File: config.mk
export PLATFORM = sky130hd
export DESIGN_NAME = logic_unit_sweeper_flat
export DESIGN_NICKNAME = d
export VERILOG_FILES = /design/src/rtl/logic_unit_sweeper_if.sv /design/src/rtl/logic_unit_sweeper.sv /design/src/flat_wrapper.sv
export SDC_FILE = /design/constraint.sdc
export NUM_CORES = 1
export LEC_CHECK = 0
export ABC_AREA = 0
export BUFFER_PORTS_ARGS = -buffer_cell sky130_fd_sc_hd__buf_4
export CAP_MARGIN = 10
export CORE_UTILIZATION = 55
export CTS_CLUSTER_DIAMETER = 60
export DETAILED_ROUTE_END_ITERATION = 12
export PLACE_DENSITY = 0.82
export SLEW_MARGIN = 15
export SYNTH_ARGS = -nofsm -noshare
export SYNTH_HDL_FRONTEND = slang
export SYNTH_SLANG_ARGS = --single-unit
File: constraint.sdc
create_clock -name clk -period 3.2 [get_ports clk]
set_clock_uncertainty 0.2 [all_clocks]
set_input_delay 0.32 -clock clk [delete_from_list [all_inputs] [get_ports clk]]
set_output_delay 0.32 -clock clk [all_outputs]
set_load 0.01 [all_outputs]
File: src/rtl/logic_unit_sweeper_if.sv
// Sweeper bus: start/abort handshake, logic-unit drive/sense, results.
// slave = sweeper side, master = controller/harness side.
interface logic_unit_sweeper_if;
  logic        start;
  logic        abort;
  logic        y_in;
  logic        A;
  logic        B;
  logic        sel_op;
  logic        sel_grp;
  logic        busy;
  logic        done;
  logic [15:0] table_out;
  logic [4:0]  mismatches;
  logic        pass;

  modport slave (
    input  start, abort, y_in,
    output A, B, sel_op, sel_grp,
    output busy, done, table_out,
    output mismatches, pass
  );

  modport master (
    output start, abort, y_in,
    input  A, B, sel_op, sel_grp,
    input  busy, done, table_out,
    input  mismatches, pass
  );
endinterface

File: src/rtl/logic_unit_sweeper.sv
// Sweeps a 2-input logic unit through all 16 {grp,op,A,B} vectors,
// builds its truth table, and scores it against EXPECTED.
// Ports: clk, rst_n (sync, active low), bus (slave modport):
//   start/abort in, y_in in, A/B/sel_op/sel_grp out,
//   busy/done out, table_out/mismatches/pass results.
module logic_unit_sweeper #(
  parameter int unsigned SETTLE   = 1,
  parameter logic [15:0] EXPECTED = 16'h781E
) (
  input  logic                  clk,
  input  logic                  rst_n,
  logic_unit_sweeper_if.slave   bus
);

  localparam logic [3:0] CNT_LAST = 4'(SETTLE - 1);

  typedef enum logic [1:0] {
    IDLE,
    DRIVE,
    SAMPLE,
    DONE
  } state_t;

  state_t      state_q, state_d;
  logic [3:0]  idx_q, idx_d;
  logic [3:0]  cnt_q, cnt_d;
  logic [15:0] sh_tbl_q, sh_tbl_d;
  logic [4:0]  sh_cnt_q, sh_cnt_d;
  logic [15:0] tbl_q, tbl_d;
  logic [4:0]  mm_q, mm_d;
  logic        pass_q, pass_d;
  logic [3:0]  drv_q, drv_d;

  always_comb begin
    state_d  = state_q;
    idx_d    = idx_q;
    cnt_d    = cnt_q;
    sh_tbl_d = sh_tbl_q;
    sh_cnt_d = sh_cnt_q;
    tbl_d    = tbl_q;
    mm_d     = mm_q;
    pass_d   = pass_q;

    unique case (state_q)
      IDLE: begin
        if (bus.start && !bus.abort) begin
          state_d  = DRIVE;
          idx_d    = '0;
          cnt_d    = '0;
          sh_tbl_d = '0;
          sh_cnt_d = '0;
        end
      end
      DRIVE: begin
        if (bus.abort) begin
          state_d = IDLE;
        end else if (cnt_q == CNT_LAST) begin
          state_d = SAMPLE;
        end else begin
          cnt_d = cnt_q + 4'd1;
        end
      end
      SAMPLE: begin
        if (bus.abort) begin
          state_d = IDLE;
        end else begin
          sh_tbl_d[idx_q] = bus.y_in;
          if (bus.y_in != EXPECTED[idx_q])
            sh_cnt_d = sh_cnt_q + 5'd1;
          if (idx_q == 4'd15) begin
            // Publish with the last sample merged so results are
            // already valid while done is high.
            state_d = DONE;
            tbl_d   = sh_tbl_d;
            mm_d    = sh_cnt_d;
            pass_d  = (sh_cnt_d == 5'd0);
          end else begin
            state_d = DRIVE;
            idx_d   = idx_q + 4'd1;
            cnt_d   = '0;
          end
        end
      end
      DONE: begin
        state_d = IDLE;
      end
      default: begin
        state_d = IDLE;
      end
    endcase
  end

  // Drive lines track the next state so they line up with busy.
  always_comb begin
    drv_d = '0;
    if (state_d == DRIVE || state_d == SAMPLE)
      drv_d = idx_d;
  end

  always_ff @(posedge clk) begin
    if (!rst_n) begin
      state_q  <= IDLE;
      idx_q    <= '0;
      cnt_q    <= '0;
      sh_tbl_q <= '0;
      sh_cnt_q <= '0;
      tbl_q    <= '0;
      mm_q     <= '0;
      pass_q   <= 1'b0;
      drv_q    <= '0;
    end else begin
      state_q  <= state_d;
      idx_q    <= idx_d;
      cnt_q    <= cnt_d;
      sh_tbl_q <= sh_tbl_d;
      sh_cnt_q <= sh_cnt_d;
      tbl_q    <= tbl_d;
      mm_q     <= mm_d;
      pass_q   <= pass_d;
      drv_q    <= drv_d;
    end
  end

  assign {bus.sel_grp, bus.sel_op, bus.A, bus.B} = drv_q;

  assign bus.busy = (state_q == DRIVE) || (state_q == SAMPLE);
  assign bus.done = (state_q == DONE);

  assign bus.table_out  = tbl_q;
  assign bus.mismatches = mm_q;
  assign bus.pass       = pass_q;

endmodule

File: src/flat_wrapper.sv
// flat-port wrapper written by rule: the top's interface ports become plain ports
module logic_unit_sweeper_flat 
#(
  parameter int unsigned SETTLE   = 1,
  parameter logic [15:0] EXPECTED = 16'h781E
)
  (clk, rst_n, bus_start, bus_abort, bus_y_in, bus_A, bus_B, bus_sel_op, bus_sel_grp, bus_busy, bus_done, bus_table_out, bus_mismatches, bus_pass);
  logic_unit_sweeper_if bus_i ();
  input  logic clk;
  input  logic rst_n;
  input wire logic [$bits(bus_i.start)-1:0] bus_start;
  input wire logic [$bits(bus_i.abort)-1:0] bus_abort;
  input wire logic [$bits(bus_i.y_in)-1:0] bus_y_in;
  output wire logic [$bits(bus_i.A)-1:0] bus_A;
  output wire logic [$bits(bus_i.B)-1:0] bus_B;
  output wire logic [$bits(bus_i.sel_op)-1:0] bus_sel_op;
  output wire logic [$bits(bus_i.sel_grp)-1:0] bus_sel_grp;
  output wire logic [$bits(bus_i.busy)-1:0] bus_busy;
  output wire logic [$bits(bus_i.done)-1:0] bus_done;
  output wire logic [$bits(bus_i.table_out)-1:0] bus_table_out;
  output wire logic [$bits(bus_i.mismatches)-1:0] bus_mismatches;
  output wire logic [$bits(bus_i.pass)-1:0] bus_pass;
  assign bus_i.start = bus_start;
  assign bus_i.abort = bus_abort;
  assign bus_i.y_in = bus_y_in;
  assign bus_A = bus_i.A;
  assign bus_B = bus_i.B;
  assign bus_sel_op = bus_i.sel_op;
  assign bus_sel_grp = bus_i.sel_grp;
  assign bus_busy = bus_i.busy;
  assign bus_done = bus_i.done;
  assign bus_table_out = bus_i.table_out;
  assign bus_mismatches = bus_i.mismatches;
  assign bus_pass = bus_i.pass;
  logic_unit_sweeper #(.SETTLE(SETTLE), .EXPECTED(EXPECTED)) u_core (.clk(clk), .rst_n(rst_n), .bus(bus_i));
endmodule
# [Word level (Yosys, flattened, before mapping)]
# Memories as Yosys holds them, arrays and structs flattened. A register that Yosys moved wholly into a read port is not among the register bits.
# Index checks and enable logic that the tools add are counted.
[word_totals] register_bits=57 rom_bits=16 inputBits=5 output_inout_bits=28 word_cells=72 n_memories=1
[classes] addsub=3 order_cmp=2 eq_ne=12 muxes=30 n_bitwise=1 n_reduce_logical=14
[mem_list] memory="(no name shown)" depth=16 width=1 rd=1 rd_clocked_by_memory_dff=1 write_ports=0 line_no="logic_unit_sweeper.sv:68" source="if (bus.y_in != EXPECTED[idx_q])"
[ops] op="4-bit 2-to-1 mux" count=9
[ops] op="16-bit 2-to-1 mux" count=2
[ops] op="16-bit one-hot mux with 2 select lines" count=1
[ops] op="5-bit 2-to-1 mux" count=5
[ops] op="16-bit bitwise mux" count=1
[ops] op="4-bit one-hot mux with 3 select lines" count=1
[ops] op="2-bit 2-to-1 mux" count=5
[ops] op="5-bit one-hot mux with 2 select lines" count=1
[ops] op="4-bit by 1-bit adder with 4-bit output (second input constant)" count=2
[ops] op="2-bit != test (second input constant)" count=4
[ops] op="2-bit one-hot mux with 4 select lines" count=1
[ops] op="4-bit one-hot mux with 2 select lines" count=1
[ops] op="2-bit == test (second input constant)" count=3
[ops] op="3-bit AND reduction" count=2
[ops] op="6-bit AND reduction" count=1
[ops] op="5-bit by 1-bit adder with 5-bit output (second input constant)" count=1
[ops] op="5-bit zero test" count=1
[ops] op="4-bit by 5-bit less-than comparator with 1-bit output (second input constant)" count=1
[ops] op="1-bit demux with 4-bit select" count=1
[ops] op="2-bit by 1-bit == test with 1-bit output (second input constant)" count=2
[ops] op="4-bit == test (second input constant)" count=1
[ops] op="4-bit by 1-bit greater-or-equal comparator with 1-bit output (second input constant)" count=1
[ops] op="4-bit zero test" count=1
[ops] op="3-bit nonzero test" count=1
[ops] op="10 further kinds" count=13

# [Depth between registers and ports, before layout]
# Gate-level depths: netlist of run 1.
[depth] ltp_word=8 depth_mapped=9 depth_no_buf=7

# [Worst setup path before layout of run 1]
# No wires, ideal clock.
[synth_path] kind="reg2reg" from="register u_core.state_q[0]" to="register with a tool-made name" arrival_ns=1.695 path_slack_ns=1.233 path_stages_with_launch=8 path_buffers=0 path_cell_list="dfxtp_1 -> inv_1 -> ha_1 -> nand2b_1 -> and2_2 -> a22oi_1 -> maj3_2 -> mux2i_1"
[synth_lines] item="from (decl)" line_no="logic_unit_sweeper.sv:24" source="state_t state_q, state_d;"
[synth_lines] item="from (signal assigned)" line_no="logic_unit_sweeper.sv:112" source="state_q <= state_d;"

# [Worst setup path after layout of run 1]
[layout_path] from="register u_core.state_q[0]" to="register u_core.drv_q[3]"
[layout_between] elab_chain_len=6 word_cells_on_any_way=13
[layout_lines] item="2-bit 2-to-1 mux" line_no="logic_unit_sweeper.sv:57" source="end else if (cnt_q == CNT_LAST) begin"
[layout_lines] item="2-bit 2-to-1 mux" line_no="logic_unit_sweeper.sv:55" source="if (bus.abort) begin"
[layout_lines] item="2-bit one-hot mux with 4 select lines" line_no="logic_unit_sweeper.sv:44" source="unique case (state_q)"
[layout_lines] item="2-bit by 1-bit == test with 1-bit output or 2-bit == test (tied branches)" line_no="logic_unit_sweeper.sv:96" source="if (state_d == DRIVE || state_d == SAMPLE)"
[layout_lines] item="1-bit logical OR" line_no="logic_unit_sweeper.sv:96"
[layout_lines] item="2-bit AND reduction (no source line)"
[layout_lines] item="to (signal assigned)" line_no="logic_unit_sweeper.sv:120" source="drv_q <= drv_d;"
[layout_lines] item="to (decl)" line_no="logic_unit_sweeper.sv:32" source="logic [3:0] drv_q, drv_d;"
# Parallel ways exist; a longest one is shown, timed or not.
# A chain may end at the register's enable or synchronous reset.

==> qor.txt, run 1 <==
die area = 5330 um2
Compound-Gate Fraction of Synth Area = 0.162
Post-Synth Simple-Gate Area = 0.225
Post-synth ARST share = 0
clk sinks = 57
Port Buffers = 32
Area Overhead vs Synth = 16.2%
Min Hold Slack = 154 ps
leak pwr = 1.35 nW
Comb pwr share = 0.122
minimum clock period = 2630 ps
CP endpoint kind = flip-flop
DRC Markers = 0
Post-synth EDFFs = 0
sequential power share = 0.451
post-synthesis adder-cell area fraction = 0.0537
row count = 25
Final Hold Vio Count = 0
initial core utilization = 0.580
Post-synth top flop = dfxtp_1
Detail Route Antenna Nets = 0
die span in y = 73.0 um
Num CTS Buffers = 9
synthesized net count = 337
Final period util = 0.821
internal power = 1.21 mW
Detail Placement HPWL = 3820 um
ant diodes = 0
# setup viols final = 0
Psw = 0.402 mW
final wirelength = 5670 um
initial antenna violation count = 0
Slew HR = 0.413
status = finished, final reports clean
Post-Route Setup TNS = 0 ps
VDD IR max = 0.000352 V
Worst Hold Class = input pin to flip-flop
Post-CTS Resized = 0
Netlist cell types = 51
Final Max Tran Viols = 0
DRT iter0 DRCs = 126
Pwr per Cell Area = 501 nW/um2
clk root buf = clkbuf_8
clk_lat worst skew = 340 ps
mux cell area share after synthesis = 0.0654
syn avg cell area = 8.65 um2
GP Congestion = 0.870
crit path kind = flip-flop to flip-flop
Crit path required time = 3180 ps
Syn Inst Count = 321
vias in the first global route = 2027
via count = 2245
IO Count = 33
Core Footprint = 4790 um2
largest family of logic cells by synthesized area = simple AND/OR/NAND/NOR gates
Synth Cell Area = 2780 um2
Final nets = 362
first-pass GRT wire length = 9380 um
YS warnings = 0
largest net degree at the start of global routing = 30
gr usage total = 0.235
placed inst area = 3020 um2
Post-Layout Inst Area = 3220 um2
most frequent cells in the layout = dfxtp_1, nand2_1, nor2_1, buf_4, a211oi_1
Reg clk slew, reported paths = 60 ps
CP max FO = 21
unrepaired setup endpoints after global routing = false
share of cells above drive strength 1 = 0.179
number of max-cap violations = 0
drt first pass iters = 4
setup bufs post-CTS = 0
switch share = 0.249
placed cell count = 402
Total Power = 1.61 mW
Non-Filler Instances = 418
# H-tree levels = 3
Die X-Extent = 73.0 um
CTS tree = yes
critical path arrival = 2610 ps
CTS Hold Buffers Added = 0
Seq/Total Area, Yosys = 0.411
leading cell type in the layout, fill and taps excluded = dfxtp_1
actual slew at the worst max-slew pin = 880 ps
Fmax = 381 MHz
Yosys reg bits = 57
gr ovfl total = 0
startpoint types = flip-flop
Post-Synth XOR/XNOR Area = 0.0284
clock share of power = 0.427
Bufs on Longest Clock Path = 2
vias per inst = 5.37
per-cell routed wire length = 13.6 um
layout make-up:
class	instances	area, um2
fillers	414	1560
multi-input cells	231	1480
flip-flops and latches	57	1140
repair buffers	35	263
clock buffers	14	173
well taps	67	83.8
inverters	12	45.0
clock inverters	2	35.0
registers in the layout, indices dropped and copies added (netlist names), named ones only:
name,cells
u_core.idx_q,4
u_core.sh_cnt_q,5
u_core.cnt_q,4
u_core.state_q,2
u_core.bus.mismatches,5
u_core.drv_q,4
u_core.sh_tbl_q,15
u_core.bus.table_out,16
u_core.bus.pass,1
synth_stat cells (3+ instances only):
master / number / share of area
a211oi_1: 19 / 0.051
dfxtp_1: 57 / 0.41
nand4_1: 4 / 0.0090
nor3_1: 6 / 0.011
inv_1: 11 / 0.015
a21oi_1: 8 / 0.014
a2bb2oi_1: 3 / 0.0095
buf_2: 6 / 0.011
and2_1: 18 / 0.041
ha_1: 11 / 0.050
nor3b_1: 3 / 0.0081
nand2_1: 39 / 0.053
nor2_1: 35 / 0.047
mux2i_1: 17 / 0.061
o21ai_0: 17 / 0.031
xor2_1: 8 / 0.025
clkbuf_1: 12 / 0.016
stage by stage:
step / setup slack [ps] / util
after floorplan: 1230 / -
after global placement: 743 / 0.630
after CTS: 581 / 0.674
after detailed placement: 605 / 0.630
after global routing: 394 / 0.674
final: 573 / 0.674
worst paths after layout:
kind	start	end	slack, ps	cells past startpoint
hold reg to reg	u_core.bus.mismatches[0]$_SDFFE_PN0P_	u_core.bus.mismatches[0]$_SDFFE_PN0P_	250	2
setup reg to reg	u_core.state_q[0]$_SDFF_PN0_	u_core.drv_q[3]$_SDFF_PN0_	570	7
setup / recovery	u_core.state_q[0]$_SDFF_PN0_	u_core.drv_q[3]$_SDFF_PN0_	570	7
hold / removal	rst_n	flip-flop	150	3
worst max-delay path, cell delays in order (launching register included):
cell      delay, ps
dfxtp_1         400
inv_1            90
ha_1            320
nand2b_1        170
a21o_1          600
a21boi_1        310
xor2_1          300
nor3b_1          90
cell families (layout without fill, tap and decap cells):
group | count (synthesis) | in the layout
AO/OA/AOI/OAI | 66 | 66
XOR/XNOR | 9 | 9
adder cells (fa/ha/maj) | 12 | 12
buffers and inverters | 33 | 63
flip-flops | 57 | 57
multiplexers | 18 | 18
AND/OR/NAND/NOR | 126 | 126
routing by layer:
metal	vias to the layer above	track usage	wire [um]
met5	-	0	0
met4	0	0.137	144
met3	11	0.0470	256
met2	56	0.371	2620
met1	1026	0.296	2660
li1	1152	-	-
power by group through the flow:
stage / combinational (mW) / clock (mW) / sequential (mW)
floorplan: 0.158 / 0 / 0.741
global placement: 0.192 / 0 / 0.742
detailed placement: 0.195 / 0 / 0.743
CTS: 0.196 / 0.706 / 0.727
global route: 0.215 / 0.741 / 0.728
finish: 0.197 / 0.689 / 0.728
(Power assumes the default switching activity.)
==> run 2: changes to the inputs <==
- CORE_UTILIZATION: 55 -> 52
- PLACE_DENSITY: 0.82 -> 0.81
- clock period: 3.2 -> 2.3 ns (I/O delays scaled with it)
==> run 2 against run 1 <==
- combinational power rose by 43%
- final area barely moved
- fmax rose by 19%
- non-clock buffer count rose by 3
- largest power group unchanged
- die area rose by 5.6%
- register-to-register slack got worse by 490 ps
- utilization fell by 4.2 points
- clock-buffer cell count fell by 1
- final cell count rose by 1.2%
- clock power rose by 22%
==> qor.txt, run 2 (synthesis results as in run 1) <==
most frequent cells in the layout = dfxtp_1, nand2_1, buf_4
final wirelength = 5480 um (-3.3%)
Psw = 0.554 mW (+38%)
VDD IR max = 0.000335 V (-4.8%)
per-cell routed wire length = 13.0 um (-4.5%)
vias in the first global route = 2093 (+3.3%)
CTS Hold Buffers Added = 0 (unchanged)
DRC Markers = 0 (unchanged)
# H-tree levels = 3 (unchanged)
leading cell type in the layout, fill and taps excluded = dfxtp_1
clk_lat worst skew = 330 ps (about the same)
max reg flops = 16 (unchanged)
ant diodes = 0 (unchanged)
gr usage total = 0.220 (-0.0151)
initial core utilization = 0.543 (-0.0365)
number of max-cap violations = 0 (unchanged)
Die X-Extent = 75.1 um (+2.8%)
Final nets = 365 (+0.83%)
drt first pass iters = 4 (unchanged)
Bufs on Longest Clock Path = 2 (unchanged)
Crit path required time = 2360 ps (-820 ps)
clk sinks = 57 (unchanged)
sequential power share = 0.475 (+0.024)
Comb pwr share = 0.132 (+0.010)
Core Footprint = 5110 um2 (+6.7%)
Post-Route Setup TNS = 0 ps (unchanged)
share of cells above drive strength 1 = 0.190 (+0.0103)
die span in y = 75.1 um (+2.8%)
status = finished, final reports clean
first-pass GRT wire length = 9290 um (-1.0%)
Area Overhead vs Synth = 16.3% (about the same)
# setup viols final = 0 (unchanged)
Port Buffers = 32 (unchanged)
IO Count = 33 (unchanged)
startpoint types = flip-flop
clk root buf = clkbuf_8
minimum clock period = 2220 ps (-411 ps)
die area = 5630 um2 (+5.6%)
Detail Route Antenna Nets = 0 (unchanged)
Detail Placement HPWL = 3770 um (-1.3%)
Total Power = 2.13 mW (+32%)
vias per inst = 5.33 (-0.83%)
Final Max Tran Viols = 0 (unchanged)
clock share of power = 0.393 (-0.034)
Num CTS Buffers = 9 (unchanged)
Final Hold Vio Count = 0 (unchanged)
Reg clk slew, reported paths = 60 ps (about the same)
switch share = 0.260 (+0.0108)
unrepaired setup endpoints after global routing = false
CP endpoint kind = flip-flop
largest net degree at the start of global routing = 23 (-23%)
internal power = 1.58 mW (+30%)
initial antenna violation count = 0 (unchanged)
crit path kind = flip-flop to flip-flop
gr ovfl total = 0 (unchanged)
Slew HR = 0.638 (+0.225)
DRT iter0 DRCs = 117 (-7.1%)
via count = 2253 (+0.36%)
critical path arrival = 2280 ps (-330 ps)
row count = 26 (+4.0%)
CTS tree = yes
Worst Hold Class = input pin to flip-flop
GP Congestion = 0.944 (+8.5%)
Final period util = 0.964 (+0.143)
Post-CTS Resized = 0 (unchanged)
Pwr per Cell Area = 661 nW/um2 (+32%)
setup bufs post-CTS = 0 (unchanged)
Fmax = 451 MHz (+19%)
CP max FO = 7 (-67%)
actual slew at the worst max-slew pin = 542 ps (-338 ps)
leak pwr = 1.35 nW (-0.23%)
==> run 2: path summary, 6_finish.rpt <==
check | startpoint | to | slack (ps) | depth (start not counted)
worst min register to register | u_core.bus.mismatches[0]$_SDFFE_PN0P_ | u_core.bus.mismatches[0]$_SDFFE_PN0P_ | 250 | 2
worst min-delay path | rst_n | flip-flop | 50 | 3
worst max register to register | u_core.state_q[1]$_SDFF_PN0_ | flip-flop | 80 | 7
worst max-delay path | u_core.state_q[1]$_SDFF_PN0_ | flip-flop | 80 | 7
==> run 2: stage by stage <==
step / setup slack [ps] / area (um2) / hold slack [ps] / util / std cells
final: 83.6 / 3230 / 51.4 / 0.632 / 423
after CTS: 109 / 3220 / 36.3 / 0.631 / 423
after global routing: 2.84 / 3230 / 62.3 / 0.632 / 423
after detailed placement: 118 / 3040 / 247 / 0.596 / 408
after global placement: 233 / 3040 / 240 / 0.596 / 408
after floorplan: 333 / 2780 / 248 / - / 321
==> run 2: power groups by stage <==
stage	registers (mW)	logic, mW	clock network [mW]
after global routing	1.01	0.313	0.899
after detailed placement	1.03	0.278	0
after floorplan	1.03	0.220	0
after global placement	1.03	0.277	0
final	1.01	0.281	0.838
after CTS	1.01	0.279	0.859
==> run 2: final cells by class <==
cell class | instances | area [um2]
Clock buffer | 13 | 169
Clock inverter | 2 | 12.5
Fill cell | 439 | 1880
Inverter | 12 | 45.0
Multi-Input combinational cell | 231 | 1490
Sequential cell | 57 | 1140
Tap cell | 70 | 87.6
Timing Repair Buffer | 38 | 285
==> run 2: metal layers <==
metal / global-route usage / share of wire / up-vias
met5: 0 / 0 / -
met2: 0.359 / 0.47 / 50
met1: 0.271 / 0.47 / 1029
met3: 0.0415 / 0.032 / 14
li1: - / - / 1160
met4: 0.128 / 0.025 / 0
==> run 2: critical path, stage by stage, from the launching register on <==
cell and delay, ps:
dfxtp_1 410, inv_1 90, ha_1 260, nand2b_1 200
and2_2 200, a22oi_1 330, maj3_2 290, mux2i_1 170
